[src/rtl/mmu_xlat_if.sv]
// mmu_xlat_if: request/response bus between the pipeline and the MIPS32
// translation unit.
//
// Handshake: a transfer happens on a rising clock edge where valid and ready
// are both high. A source holding valid high keeps its payload stable until
// that transfer. Ready may depend combinationally on the sink's state and on
// the downstream ready. It never depends on the upstream valid.
interface mmu_xlat_if;
  logic        req_valid;
  logic        req_ready;
  logic [31:0] req_vaddr;
  logic        req_write;
  logic        resp_valid;
  logic        resp_ready;
  logic [31:0] resp_paddr;
  logic        resp_uncached;
  logic [1:0]  resp_exc;

  // Requester side: the pipeline issues requests and consumes responses.
  modport master (
    output req_valid, req_vaddr, req_write, resp_ready,
    input  req_ready, resp_valid, resp_paddr, resp_uncached, resp_exc
  );

  // Unit side: the translation unit.
  modport slave (
    input  req_valid, req_vaddr, req_write, resp_ready,
    output req_ready, resp_valid, resp_paddr, resp_uncached, resp_exc
  );
endinterface

[src/rtl/mmu_xlat.sv]
// mmu_xlat: registered MIPS32 virtual-to-physical translation.
// kseg0 and kseg1 are fixed-mapped. kuseg, kseg2 and kseg3 go through a
// fully associative TLB. One request is accepted per cycle, and the result
// appears in the response register on the next cycle.
//
// Build option MMU_XLAT_TLB_EN:
//   defined   - TLB storage and lookup are present.
//   undefined - there is no TLB. Mapped segments pass through unchanged with
//               no exception, and the tlbw_* ports are ignored.
module mmu_xlat #(
  parameter int NUM_ENTRIES = 8,
  parameter int ASID_W      = 8,
  parameter int IDX_W       = $clog2(NUM_ENTRIES)
) (
  input  logic              clk,
  input  logic              resetn,
  mmu_xlat_if.slave         xif,
  input  logic [ASID_W-1:0] asid,
  input  logic              k0_uncached,
  input  logic              tlbw_en,
  input  logic [IDX_W-1:0]  tlbw_index,
  input  logic [18:0]       tlbw_vpn2,
  input  logic [ASID_W-1:0] tlbw_asid,
  input  logic              tlbw_g,
  input  logic [24:0]       tlbw_lo0,
  input  logic [24:0]       tlbw_lo1
);

  localparam logic [1:0] EXC_NONE    = 2'b00;
  localparam logic [1:0] EXC_REFILL  = 2'b01;
  localparam logic [1:0] EXC_INVALID = 2'b10;
  localparam logic [1:0] EXC_MOD     = 2'b11;

  logic        resp_valid_q;
  logic [31:0] resp_paddr_q;
  logic        resp_uncached_q;
  logic [1:0]  resp_exc_q;

  logic        accept;
  logic [31:0] vaddr;
  logic [31:0] map_paddr;
  logic        map_unc;
  logic [1:0]  map_exc;
  logic [31:0] nxt_paddr;
  logic        nxt_unc;
  logic [1:0]  nxt_exc;

  assign vaddr         = xif.req_vaddr;
  assign xif.req_ready = !resp_valid_q || xif.resp_ready;
  assign accept        = xif.req_valid && xif.req_ready;

`ifdef MMU_XLAT_TLB_EN
  logic [18:0]       tlb_vpn2 [NUM_ENTRIES];
  logic [ASID_W-1:0] tlb_asid [NUM_ENTRIES];
  logic              tlb_g    [NUM_ENTRIES];
  logic [24:0]       tlb_lo0  [NUM_ENTRIES];
  logic [24:0]       tlb_lo1  [NUM_ENTRIES];
  logic              hit;
  logic [24:0]       sel_lo;

  // TLB storage. Reset clears every entry so that all lookups miss.
  // A write lands at the edge, so a lookup in the same cycle sees old data.
  always_ff @(posedge clk or negedge resetn) begin
    if (!resetn) begin
      for (int i = 0; i < NUM_ENTRIES; i++) begin
        tlb_vpn2[i] <= '0;
        tlb_asid[i] <= '0;
        tlb_g[i]    <= 1'b0;
        tlb_lo0[i]  <= '0;
        tlb_lo1[i]  <= '0;
      end
    end else if (tlbw_en) begin
      tlb_vpn2[tlbw_index] <= tlbw_vpn2;
      tlb_asid[tlbw_index] <= tlbw_asid;
      tlb_g[tlbw_index]    <= tlbw_g;
      tlb_lo0[tlbw_index]  <= tlbw_lo0;
      tlb_lo1[tlbw_index]  <= tlbw_lo1;
    end
  end

  // Associative match. The lowest matching index wins, and vaddr[12] picks
  // the odd or even page.
  always_comb begin
    hit    = 1'b0;
    sel_lo = '0;
    for (int i = 0; i < NUM_ENTRIES; i++) begin
      if (!hit && tlb_vpn2[i] == vaddr[31:13] &&
          (tlb_g[i] || tlb_asid[i] == asid)) begin
        hit    = 1'b1;
        sel_lo = vaddr[12] ? tlb_lo1[i] : tlb_lo0[i];
      end
    end
  end

  // Exception priority is refill, then invalid, then modified. Address and
  // cacheability are zeroed on any exception.
  always_comb begin
    map_paddr = '0;
    map_unc   = 1'b0;
    map_exc   = EXC_NONE;
    if (!hit) begin
      map_exc = EXC_REFILL;
    end else if (!sel_lo[0]) begin
      map_exc = EXC_INVALID;
    end else if (xif.req_write && !sel_lo[1]) begin
      map_exc = EXC_MOD;
    end else begin
      map_paddr = {sel_lo[24:5], vaddr[11:0]};
      map_unc   = (sel_lo[4:2] == 3'd2);
    end
  end
`else
  logic unused_tlb;

  // Without a TLB, mapped segments are identity-mapped and cached.
  assign map_paddr  = vaddr;
  assign map_unc    = 1'b0;
  assign map_exc    = EXC_NONE;
  assign unused_tlb = ^{asid, xif.req_write, tlbw_en, tlbw_index, tlbw_vpn2,
                        tlbw_asid, tlbw_g, tlbw_lo0, tlbw_lo1};
`endif

  // Segment decode. kseg0 and kseg1 strip the top three bits. The remaining
  // segments take the mapped result.
  always_comb begin
    nxt_paddr = map_paddr;
    nxt_unc   = map_unc;
    nxt_exc   = map_exc;
    case (vaddr[31:29])
      3'b100: begin
        nxt_paddr = {3'b000, vaddr[28:0]};
        nxt_unc   = k0_uncached;
        nxt_exc   = EXC_NONE;
      end
      3'b101: begin
        nxt_paddr = {3'b000, vaddr[28:0]};
        nxt_unc   = 1'b1;
        nxt_exc   = EXC_NONE;
      end
      default: ;
    endcase
  end

  // Response register. It loads on accept, holds while stalled, and empties
  // once it is consumed with nothing new behind it.
  always_ff @(posedge clk or negedge resetn) begin
    if (!resetn) begin
      resp_valid_q    <= 1'b0;
      resp_paddr_q    <= '0;
      resp_uncached_q <= 1'b0;
      resp_exc_q      <= EXC_NONE;
    end else if (accept) begin
      resp_valid_q    <= 1'b1;
      resp_paddr_q    <= nxt_paddr;
      resp_uncached_q <= nxt_unc;
      resp_exc_q      <= nxt_exc;
    end else if (xif.resp_ready) begin
      resp_valid_q    <= 1'b0;
    end
  end

  assign xif.resp_valid    = resp_valid_q;
  assign xif.resp_paddr    = resp_paddr_q;
  assign xif.resp_uncached = resp_uncached_q;
  assign xif.resp_exc      = resp_exc_q;

endmodule

[src/flat_wrapper.sv]
// flat-port wrapper written by rule: the top's interface ports become plain ports
module mmu_xlat_flat 
#(
  parameter int NUM_ENTRIES = 8,
  parameter int ASID_W      = 8,
  parameter int IDX_W       = $clog2(NUM_ENTRIES)
)
  (clk, resetn, asid, k0_uncached, tlbw_en, tlbw_index, tlbw_vpn2, tlbw_asid, tlbw_g, tlbw_lo0, tlbw_lo1, xif_req_valid, xif_req_vaddr, xif_req_write, xif_resp_ready, xif_req_ready, xif_resp_valid, xif_resp_paddr, xif_resp_uncached, xif_resp_exc);
  mmu_xlat_if xif_i ();
  input  logic clk;
  input  logic resetn;
  input  logic [ASID_W-1:0] asid;
  input  logic k0_uncached;
  input  logic tlbw_en;
  input  logic [IDX_W-1:0] tlbw_index;
  input  logic [18:0] tlbw_vpn2;
  input  logic [ASID_W-1:0] tlbw_asid;
  input  logic tlbw_g;
  input  logic [24:0] tlbw_lo0;
  input  logic [24:0] tlbw_lo1;
  input wire logic [$bits(xif_i.req_valid)-1:0] xif_req_valid;
  input wire logic [$bits(xif_i.req_vaddr)-1:0] xif_req_vaddr;
  input wire logic [$bits(xif_i.req_write)-1:0] xif_req_write;
  input wire logic [$bits(xif_i.resp_ready)-1:0] xif_resp_ready;
  output wire logic [$bits(xif_i.req_ready)-1:0] xif_req_ready;
  output wire logic [$bits(xif_i.resp_valid)-1:0] xif_resp_valid;
  output wire logic [$bits(xif_i.resp_paddr)-1:0] xif_resp_paddr;
  output wire logic [$bits(xif_i.resp_uncached)-1:0] xif_resp_uncached;
  output wire logic [$bits(xif_i.resp_exc)-1:0] xif_resp_exc;
  assign xif_i.req_valid = xif_req_valid;
  assign xif_i.req_vaddr = xif_req_vaddr;
  assign xif_i.req_write = xif_req_write;
  assign xif_i.resp_ready = xif_resp_ready;
  assign xif_req_ready = xif_i.req_ready;
  assign xif_resp_valid = xif_i.resp_valid;
  assign xif_resp_paddr = xif_i.resp_paddr;
  assign xif_resp_uncached = xif_i.resp_uncached;
  assign xif_resp_exc = xif_i.resp_exc;
  mmu_xlat #(.NUM_ENTRIES(NUM_ENTRIES), .ASID_W(ASID_W), .IDX_W(IDX_W)) u_core (.clk(clk), .resetn(resetn), .xif(xif_i), .asid(asid), .k0_uncached(k0_uncached), .tlbw_en(tlbw_en), .tlbw_index(tlbw_index), .tlbw_vpn2(tlbw_vpn2), .tlbw_asid(tlbw_asid), .tlbw_g(tlbw_g), .tlbw_lo0(tlbw_lo0), .tlbw_lo1(tlbw_lo1));
endmodule
[config.mk]
export PLATFORM = sky130hd
export DESIGN_NAME = mmu_xlat_flat
export DESIGN_NICKNAME = d
export VERILOG_FILES = /design/src/rtl/mmu_xlat_if.sv /design/src/rtl/mmu_xlat.sv /design/src/flat_wrapper.sv
export SDC_FILE = /design/constraint.sdc
export NUM_CORES = 1
export LEC_CHECK = 0
export BUFFER_PORTS_ARGS = -buffer_cell sky130_fd_sc_hd__buf_2
export CAP_MARGIN = 20
export CORE_ASPECT_RATIO = 1.4
export CORE_MARGIN = 2
export CORE_UTILIZATION = 36
export CTS_CLUSTER_DIAMETER = 30
export DETAILED_ROUTE_END_ITERATION = 12
export GPL_ROUTABILITY_DRIVEN = 0
export MAX_ROUTING_LAYER = met4
export PLACE_DENSITY = 0.94
export SLEW_MARGIN = 20
export SYNTH_ARGS = -nofsm -noshare
export SYNTH_HDL_FRONTEND = slang
export SYNTH_SLANG_ARGS = --single-unit
[constraint.sdc]
create_clock -name clk -period 2.3 [get_ports clk]
set_input_delay 0.575 -clock clk [delete_from_list [all_inputs] [get_ports clk]]
set_output_delay 0.575 -clock clk [all_outputs]
set_load 0.05 [all_outputs]
Word-level counts from Yosys, hierarchy flattened
Cells that the tools add are included.
{"block": "classes", "n_mul": 0, "n_reduce_logical": 5, "bitwise": 0, "magnitude_cmp": 0, "n_div": 0, "eq_ne": 2, "mux": 4, "addsub": 0, "n_shift": 0}
{"op": "$mux 32", "count": 1}
{"op": "$eq 3x3->1 const B", "count": 2}
{"op": "$mux 1", "count": 2}
{"op": "$pmux 1 s2", "count": 1}
{"op": "$reduce_bool 2->1", "count": 1}
{"op": "$reduce_or 2->1", "count": 1}
{"op": "$logic_and 1x1->1", "count": 1}
{"op": "$logic_not 1->1", "count": 1}
{"op": "$logic_or 1x1->1", "count": 1}
{"block": "totals", "memories": 0, "word_cells": 14, "inputBits": 128, "latchBits": 0, "mem_bits_rw": 0, "out_inout_bits": 37, "romBits": 0, "ff_bits": 34}

Depth between registers and ports, before layout
{"block": "logic_depth", "ltp_word": 4, "depth_mapped": 4, "depth_no_buf": 3}

Worst setup path after synthesis
Ideal clock, no wire load.
{"block": "synth_timing", "kind": "flip-flop to flip-flop", "startpoint": "reg u_core.resp_valid_q (netlist: u_core.xif.resp_valid)", "endpoint": "reg u_core.resp_paddr_q[0] (netlist: u_core.xif.resp_paddr[0])", "required_time_ns": 2.175, "path_buffers": 1, "path_slack_ns": 0.658, "path_stages_with_launch": 5, "setup_time_ns": 0.125, "arrival_time_ns": 1.517, "path_cell_list": "dfrtp_1 > nand2b_4 > nand2_4 > buf_6 > mux2_4"}
{"block": "synth_between", "elab_chain_len": 3}
{"item": "start: declaration", "line_no": "mmu_xlat.sv:34", "rtl": "logic resp_valid_q;"}
{"item": "start signal: assignment", "line_no": "mmu_xlat.sv:148", "rtl": "resp_valid_q <= 1'b0;"}
{"item": "start signal: assignment", "line_no": "mmu_xlat.sv:153", "rtl": "resp_valid_q <= 1'b1;"}
{"item": "start signal: assignment", "line_no": "mmu_xlat.sv:158", "rtl": "resp_valid_q <= 1'b0;"}
{"item": "$logic_not 1->1", "line_no": "mmu_xlat.sv:49", "rtl": "assign xif.req_ready = !resp_valid_q || xif.resp_ready;"}
{"item": "$logic_or 1x1->1", "line_no": "mmu_xlat.sv:49"}
{"item": "net xif_req_ready", "line_no": "flat_wrapper.sv:25", "rtl": "output wire logic [$bits(xif_i.req_ready)-1:0] xif_req_ready;"}
{"item": "$logic_and 1x1->1", "line_no": "mmu_xlat.sv:50", "rtl": "assign accept = xif.req_valid && xif.req_ready;"}
{"item": "end signal: assignment", "line_no": "mmu_xlat.sv:154", "rtl": "resp_paddr_q <= nxt_paddr;"}
{"item": "end: declaration", "line_no": "mmu_xlat.sv:35", "rtl": "logic [31:0] resp_paddr_q;"}
The timed path passes the listed nets, and every way through them passes these cells.
A chain may end at the register's enable or synchronous reset.

Worst setup path after layout
{"block": "layout_timing", "startpoint": "reg u_core.resp_valid_q (netlist: u_core.xif.resp_valid)", "endpoint": "out xif_req_ready"}
{"block": "layout_between", "elab_chain_len": 2}
{"item": "$logic_not 1->1", "line_no": "mmu_xlat.sv:49"}
{"item": "$logic_or 1x1->1", "line_no": "mmu_xlat.sv:49"}
{"item": "end: declaration", "line_no": "flat_wrapper.sv:25"}
Every way passes these cells.

==> impl_metrics.yaml <==
outcome:
  status: "completed"
clock_network:
  cts_tree: "yes"
  cts-resized-gates: 0
  cts-root-buf: "clkbuf_8"
  clk_pin_slew_ns: 0.07
  htreeDepth: 2
  cts_setup_buffers: 0
  holdBufCountCts: 0
  clk_path_buf_depth: 2
  insertion_delay_ns: 0.28
  cts_buffers: 5
  clkSinkCount: 34
critical_path:
  critPathCaptureType: "primary output"
  cpPeakStageDelay_ns: 0.41
  path_class: "flop to primary output"
  worstPathArrival_ns: 1.08
  crit_chain: "nand2b_4 -> buf_2"
  critPathBufInv: 1
  crit_fanout: 5
  start_kind: "flop"
  crit_family: "flip-flops"
  slowest_stage: "dfrtp_1"
  cp.required_ns: 1.73
grt:
  grt_max_degree: 35
  top_usage_layer: "met2"
  grt_pass1_vias: 999
  antenna_found_initial: 0
  grt_pass1_wl_um: 4590
  grtUsageMet3_pct: 4.72
  grt_use_met1_pct: 17.5
  use_met2_pct: 20.8
  overflow: 0
  track_usage_pct: 14.3
synth:
  avgSynthCellArea_um2: 17.7
  yosys_warnings: 0
  ys_types: 12
  synth_area_leaders: "dfrtp_1 59%, mux2_4 29%, buf_6 2.4%, mux2_2 2.4%, a21bo_2 1.4%"
  synthTopCellsByCount: "34 x dfrtp_1, 28 x mux2_4, 3 x buf_6, 3 x mux2_2"
  synth-seq-cells: 34
  synth-seq-area-share_pct: 59.3
  yosysTopAreaCell: "dfrtp_1"
  synthFlopType: "dfrtp_1"
  synthesis.area_um2: 1440
  postSynthCellCount: 81
  synth_most_common_cell: "dfrtp_1"
  synth-edff-count: 0
  async_reset_ff_share_pct: 100
  synth_top_area_share_pct: 59.3
routing:
  drt_iter0_drc: 9
  wl_per_cell_um: 14.9
  antenna_left: 0
  post-route-drc-count: 0
  viasPerCell: 4.64
  drt_first_pass_iters: 3
  wl_um: 2970
  vias: 924
timing:
  slew_headroom_pct: 49.3
  rsz0062_at_grt: "no"
  setup_violations: 0
  slew_viol_final: 0
  fmax_ghz: 0.605
  fin_skew_ns: 0.00562
  finalCriticalPeriod_ns: 1.65
  min_period_over_period_pct: 71.8
  setup_tns_ns: 0
  worst_pin_slew_ns: 0.760
  hold_viol_final: 0
power:
  p_per_area_nw_per_um2: 949
  power.total_uw: 1790
  power_leakage_uw: 0.00103
  ir_worst_vdd_mv: 0.573
placed_design:
  hpwlAfterDp_um: 2150
  port_buffers: 71
floorplanning:
  die_h_um: 78.7
  core_area_um2: 3880
  die-area_um2: 4510
  top_level_ports: 165
  num_rows: 27
  die_x_um: 57.4
  initial_core_util_pct: 36.9
cells_and_area:
  layout.nets: 283
  regArea_um2: 851
  diodes: 0
  post_route_cells_drive_above_1_share_pct: 72.4
  num-fill-cells: 354
  multi_input_area_um2: 539
  syn_to_final_growth_pct: 31.7
min_path:
  hp-class: "input pin to async pin"
run:
  drv_cap: 0
## routing by layer
metal	vias to the layer above	share of wire [%]
met5	-	0
met2	61	47
met1	437	43
met4	0	2.2
met3	5	8.2
li1	421	-
## kinds of logic after synthesis
group / count (synthesis) / share of synthesized area, %
and+or+nand+nor: 8 / 4.01
DFF: 34 / 59.3
AOI/OAI and AO/OA: 2 / 1.39
other: 1 / 0.261
muxes: 31 / 31.6
buffers and inverters: 5 / 3.40
## sequential cells by signal (all words and copies together) (netlist names)
signal	count
u_core.xif.resp_paddr	32
u_core.xif.resp_valid	1
u_core.xif.resp_uncached	1
## metrics by stage
step	cells	hold WS [ns]	area [µm²]	worst slack, ns	utilization (%)
3_5_place_dp	191	0.476	1800	0.470	46.3
6_report	199	0.361	1890	0.648	48.7
5_1_grt	199	0.419	1890	0.592	48.7
4_1_cts	199	0.385	1890	0.633	48.7
2_1_floorplan	82	0.279	1440	0.658	-
3_3_place_gp	191	0.474	1800	0.500	46.3
## cell usage in the layout, fill, tap and decap left out, drive strengths merged
cell | synthesis | layout
nand2 | 1 | 1
nand2b | 3 | 3
nand4 | 2 | 2
clkbuf | 0 | 7
buf | 5 | 71
mux2 | 31 | 31
dfrtp | 34 | 34
conb | 1 | 2
a21bo | 2 | 2
clkinv | 0 | 1
nor2 | 2 | 2
## power breakdown
| part | internal (µW) | total, µW | switching [µW] |
|---|---|---|---|
| registers | 683 | 730 | 46.7 |
| clock network | 241 | 443 | 201 |
| logic | 200 | 621 | 421 |
## cell type report
class / count / share of cell area, %
tap: 43 / 2.85
clock buffer: 7 / 4.57
clock inverter: 1 / 0.265
multi-input combinational: 43 / 28.5
timing repair buffer: 71 / 18.8
sequential: 34 / 45.0
## final timing paths
path,from,endpoint,slack [ns],cells after the start
min in group clk,u_core.xif.resp_paddr[29]$_DFFE_PN0P_,u_core.xif.resp_paddr[29]$_DFFE_PN0P_,0.49,1
worst min-delay path,resetn,u_core.xif.resp_paddr[29]$_DFFE_PN0P_,0.36,1
worst min register to register,u_core.xif.resp_paddr[29]$_DFFE_PN0P_,u_core.xif.resp_paddr[29]$_DFFE_PN0P_,0.49,1
worst max register to register,u_core.xif.resp_valid$_DFFE_PN0P_,u_core.xif.resp_paddr[24]$_DFFE_PN0P_,0.84,3
max in group asynchronous,resetn,u_core.xif.resp_paddr[3]$_DFFE_PN0P_,1.45,1
worst max-delay path,u_core.xif.resp_valid$_DFFE_PN0P_,xif_req_ready,0.65,2
(Power assumes the default switching activity.)
